[src/rtl/shft_pkg.sv]
// Shared types and constants for the serial shift receiver/transmitter pair.
package shft_pkg;

  typedef enum logic [1:0] {
    IDLE  = 2'd0,
    SHIFT = 2'd1,
    DONE  = 2'd2
  } shft_state_t;

  localparam int   SHFT_W_DEF = 8;
  localparam logic DIR_RIGHT  = 1'b1;  // LSB arrives first
  localparam logic DIR_LEFT   = 1'b0;  // MSB arrives first

endpackage

[src/rtl/shft_rx.sv]
// Serial-to-parallel receiver: assembles W-bit frames from a strobed bit
// stream, shifting right (LSB first) or left (MSB first), with abort (clr).
// Optional even-parity checking is built when SHFT_RX_PARITY_EN is defined;
// the parity bit follows the data bits and is not shifted into the word.
module shft_rx
  import shft_pkg::*;
#(
  parameter int W = SHFT_W_DEF
) (
  input  logic         clk,
  input  logic         rstn,
  input  logic         din,
  input  logic         en,
  input  logic         dir,
  input  logic         clr,
  output logic [W-1:0] dout,
  output logic         vld,
  output logic         busy,
  output logic         perr
);

`ifdef SHFT_RX_PARITY_EN
  localparam int FL = W + 1;
`else
  localparam int FL = W;
`endif
  localparam int            CW   = $clog2(FL + 1);
  localparam logic [CW-1:0] LAST = CW'(FL - 1);

  shft_state_t   r_state;
  shft_state_t   w_state_next;
  logic [CW-1:0] r_cnt;
  logic [W-1:0]  r_sreg;
  logic [W-1:0]  r_dout;
  logic          r_dir;
  logic          r_vld;
  logic          w_take;   // a bit is accepted this cycle
  logic          w_first;  // the accepted bit is bit 0 of a frame
  logic          w_dir;    // direction in force for the accepted bit
  logic          w_shift;  // the accepted bit is a data bit
  logic [W-1:0]  w_sreg_shifted;

  // State register.
  always_ff @(posedge clk or negedge rstn) begin
    if (!rstn) r_state <= IDLE;
    else       r_state <= w_state_next;
  end

  // Next state and bit acceptance; clr overrides everything.
  always_comb begin
    w_state_next = r_state;
    w_take       = 1'b0;
    w_first      = 1'b0;
    case (r_state)
      IDLE, DONE: begin
        w_state_next = IDLE;
        if (en) begin
          w_take       = 1'b1;
          w_first      = 1'b1;
          w_state_next = SHIFT;
        end
      end
      SHIFT: begin
        if (en) begin
          w_take = 1'b1;
          if (r_cnt == LAST) w_state_next = DONE;
        end
      end
      default: w_state_next = IDLE;
    endcase
    if (clr) begin
      w_state_next = IDLE;
      w_take       = 1'b0;
      w_first      = 1'b0;
    end
  end

  assign w_dir          = w_first ? dir : r_dir;
  assign w_sreg_shifted = (w_dir == DIR_RIGHT) ? {din, r_sreg[W-1:1]}
                                               : {r_sreg[W-2:0], din};

`ifdef SHFT_RX_PARITY_EN
  localparam logic [CW-1:0] PAR_IDX = CW'(W);
  assign w_shift = w_take && (w_first || (r_cnt != PAR_IDX));
`else
  assign w_shift = w_take;
`endif

  // Datapath: direction latch, shift register, saturating bit counter, output word.
  always_ff @(posedge clk or negedge rstn) begin
    if (!rstn) begin
      r_cnt  <= '0;
      r_sreg <= '0;
      r_dout <= '0;
      r_dir  <= DIR_RIGHT;
      r_vld  <= 1'b0;
    end else begin
      r_vld <= 1'b0;
      if (clr) begin
        r_cnt  <= '0;
        r_sreg <= '0;
      end else begin
        if (w_first) r_dir  <= dir;
        if (w_shift) r_sreg <= w_sreg_shifted;
        if (w_first)                   r_cnt <= CW'(1);
        else if (r_state == DONE)      r_cnt <= '0;
        else if (w_take && r_cnt != LAST) r_cnt <= r_cnt + CW'(1);
        // Stale sreg bits are fully replaced after W shifts, so a new frame
        // may start shifting in the same cycle the finished word is copied.
        if (r_state == DONE) begin
          r_dout <= r_sreg;
          r_vld  <= 1'b1;
        end
      end
    end
  end

`ifdef SHFT_RX_PARITY_EN
  logic r_par;
  logic r_perr;

  // Running XOR over all frame bits (data + parity), published on DONE.
  always_ff @(posedge clk or negedge rstn) begin
    if (!rstn) begin
      r_par  <= 1'b0;
      r_perr <= 1'b0;
    end else if (clr) begin
      r_par <= 1'b0;
    end else begin
      if (w_take)           r_par  <= (w_first ? 1'b0 : r_par) ^ din;
      if (r_state == DONE)  r_perr <= r_par;
    end
  end

  assign perr = r_perr;
`else
  assign perr = 1'b0;
`endif

  assign dout = r_dout;
  assign vld  = r_vld;
  assign busy = (r_state != IDLE);

endmodule
[config.mk]
export PLATFORM = sky130hd
export DESIGN_NAME = shft_rx
export DESIGN_NICKNAME = d
export VERILOG_FILES = /design/src/rtl/shft_pkg.sv /design/src/rtl/shft_rx.sv
export SDC_FILE = /design/constraint.sdc
export NUM_CORES = 1
export LEC_CHECK = 0
export ABC_AREA = 1
export CORE_UTILIZATION = 25
export DETAILED_ROUTE_END_ITERATION = 12
export PLACE_DENSITY = 0.48
export RECOVER_POWER = 100
export SLEW_MARGIN = 25
export SYNTH_ARGS = -nofsm -noshare
export SYNTH_HDL_FRONTEND = slang
export SYNTH_SLANG_ARGS = --single-unit
[constraint.sdc]
create_clock -name clk -period 1.5 [get_ports clk]
set_clock_uncertainty 0.05 [all_clocks]
set_input_delay 0.3 -clock clk [delete_from_list [all_inputs] [get_ports clk]]
set_output_delay 0.3 -clock clk [all_outputs]
set_load 0.01 [all_outputs]
==> flow_summary.json <==
{
  "hpwl_um": 1740,
  "reg2regPathDepth": 7,
  "setup_viol": 0,
  "viasPerCell": 4.43,
  "grt_max_degree": 25,
  "htreeDepth": 1,
  "critical_path_class": "in -> reg",
  "cts_root_buffer": "clkbuf_8",
  "crit_end": "r_sreg[2]$_DFFE_PN0P_",
  "clkSlewWorstSetupHoldPaths_ns": 0.09,
  "ys_seq_area_share_pct": 49.9,
  "min_period_over_period_pct": 94.9,
  "die_height_um": 71.5,
  "wl_per_cell_um": 11.2,
  "rows": 24,
  "slew_violations": 0,
  "synth_cell_types": 23,
  "power.leakage_nw": 0.753,
  "cts_tree": "built",
  "num_antenna_cells": 0,
  "cp-startpoint": "clr",
  "synth_area_per_cell_um2": 8.43,
  "hold_class": "in -> reg",
  "antenna_found_initial": 0,
  "max_clock_freq_mhz": 702,
  "io_pins": 17,
  "worst_slew_pin_slew_ns": 0.636,
  "critPathMaxStageDelay_ns": 0.46,
  "grt_pass1_vias": 886,
  "die_area_um2": 5110,
  "finalHoldViolCount": 0,
  "status": "completed",
  "drt_iter0_drc": 61,
  "clk_path_buf_depth": 2,
  "final_common_cell": "nand2_1",
  "fin_util_pct": 33.0,
  "grt_pass1_wl_um": 4090,
  "syn_nets": 150,
  "syn_inst": 143,
  "die_w_um": 71.5,
  "startpoint_type": "input port",
  "grt_usage_pct": 10.4,
  "crit_fanout": 9,
  "holdWs_ns": 0.425,
  "synth-seq-cells": 24,
  "vias": 965,
  "vdd_drop_max_mv": 0.336,
  "maxCapViolations": 0,
  "fin_crit_ns": 1.42,
  "fillers": 481,
  "hold_start": "en",
  "synthesis.area_um2": 1210,
  "cp_common_cell": "nand2_1",
  "gp_routability_congestion": 0.747,
  "route.detailed.drc": 0,
  "cts.sinks": 24,
  "drive_above_1_share_pct": 18.1,
  "pwr_density_cell_nw_per_um2": 977,
  "timing.rr.start": "r_state[0]$_DFFE_PN0P_",
  "cts_buffers": 3,
  "r2r_slack_ns": 0.15,
  "overflow": 0,
  "most-common-layout-cells": "nand2_1 (49), dfrtp_1 (23), nand3_1 (17)",
  "start_util_pct": 26.8,
  "yosysWarnings": 0,
  "core_area_um2": 4500,
  "io_buffers": 15,
  "cp.required_ns": 1.62,
  "clock_latency_ns": 0.27,
  "slew-limit-headroom_pct": 57.6,
  "syn_to_final_growth_pct": 23.2,
  "rsz0062_at_grt": "false",
  "routed_wl_um": 2450,
  "final_nets": 174,
  "crit_slowest_cell": "clkdlybuf4s50_1",
  "postCtsHoldBufs": 0,
  "ant_nets": 0,
  "cp.arrival_ns": 1.54,
  "first_pass_iters": 4,
  "crit_chain": "clkdlybuf4s50_1 > inv_2 > nand4_4 > nand2_4 > nand2_1 > nand3_1 > nand2_1",
  "critPathCaptureType": "register",
  "r2r-end": "r_sreg[2]$_DFFE_PN0P_"
}
[repair_timing]
item,in CTS,in global routing
setup buffers,0,1
gates resized for setup,8,6
cloned,0,0
endpoints found under the setup margin,8,11
[cells in the mapped netlist]
| master | number | area (um2) |
|---|---|---|
| buf_6 | 1 | 11.3 |
| nor4_1 | 1 | 6.26 |
| a21boi_1 | 1 | 7.51 |
| nand3_1 | 17 | 85.1 |
| buf_4 | 1 | 7.51 |
| conb_1 | 1 | 3.75 |
| nand2_1 | 48 | 180 |
| nor2_1 | 3 | 11.3 |
| inv_1 | 15 | 56.3 |
| o21ai_1 | 1 | 5.00 |
| ha_1 | 1 | 12.5 |
| a21oi_1 | 2 | 10.0 |
| nand2_2 | 3 | 18.8 |
| nor2_2 | 4 | 25.0 |
| o21ai_2 | 8 | 70.1 |
| nand3_2 | 2 | 20.0 |
| inv_2 | 5 | 18.8 |
| dfrtp_1 | 23 | 576 |
| nand4_1 | 1 | 6.26 |
| nand4_4 | 1 | 21.3 |
| o21ai_0 | 1 | 5.00 |
| nand2_4 | 2 | 22.5 |
| dfstp_2 | 1 | 26.3 |
[flip-flops by register name (all words and copies together), names as in the netlist]
signal   flops
r_state      2
r_sreg       8
r_cnt        4
vld          1
r_dir        1
dout         8
[cell type report]
cell class                      count  area [um2]  share of cell area, %
Tap cell                           52        65.1                   4.38
Multi-Input combinational cell     97         490                   33.0
Timing Repair Buffer               21         199                   13.4
Clock buffer                        4        55.1                   3.70
Sequential cell                    24         602                   40.5
Inverter                           20        75.1                   5.05
[critical path: cells and delay by family]
family                 cells  cell delay (ns)
buffers and inverters      2             0.62
AND/OR/NAND/NOR            5             0.61
[worst min path at each step]
| stage | depth (start not counted) | endpoint |
|---|---|---|
| after detailed placement | 1 | r_state[1]$_DFFE_PN0P_ |
| final | 3 | r_state[1]$_DFFE_PN0P_ |
| after global placement | 1 | r_state[1]$_DFFE_PN0P_ |
| after global routing | 3 | r_state[1]$_DFFE_PN0P_ |
| after CTS | 2 | r_cnt[1]$_DFFE_PN0P_ |
| after floorplan | 0 | dout[0]$_DFFE_PN0P_ |
[metal layers]
metal	global-route usage, %	vias up	share of wire, %
met5	0	-	0
met3	1.69	7	3.3
met1	14.0	442	49
met2	15.6	23	44
met4	6.54	0	3.0
li1	-	493	-
[logic make-up (layout without fill, tap and decap cells)]
family,Yosys count,count (layout),synth area share (%)
compound gates,13,13,8.09
fa+ha+maj,1,1,1.04
buf+inv,22,45,7.78
flops,24,24,49.9
other cells,1,1,0.311
simple gates,82,82,32.9
[through the flow]
step	instance area, um2	power (W)	setup WS (ns)	TNS (ns)	cells
after floorplan	1210	0.000913	0.307	0	143
after CTS	1510	0.00148	0.0000580	0	217
after detailed placement	1470	0.00103	-0.264	-2.90	213
after global routing	1490	0.00154	0.0254	0	218
after global placement	1470	0.00103	-0.269	-3.02	213
final	1490	0.00145	0.0761	0	218
[report_power, final]
group | leakage [nW] | internal [W] | switching (W) | total, W
Sequential | 0.307 | 0.000698 | 0.0000287 | 0.000726
Combinational | 0.417 | 0.000107 | 0.000171 | 0.000279
Clock | 0.0288 | 0.000235 | 0.000213 | 0.000447
No activity file was read; power rests on OpenSTA's default activity.
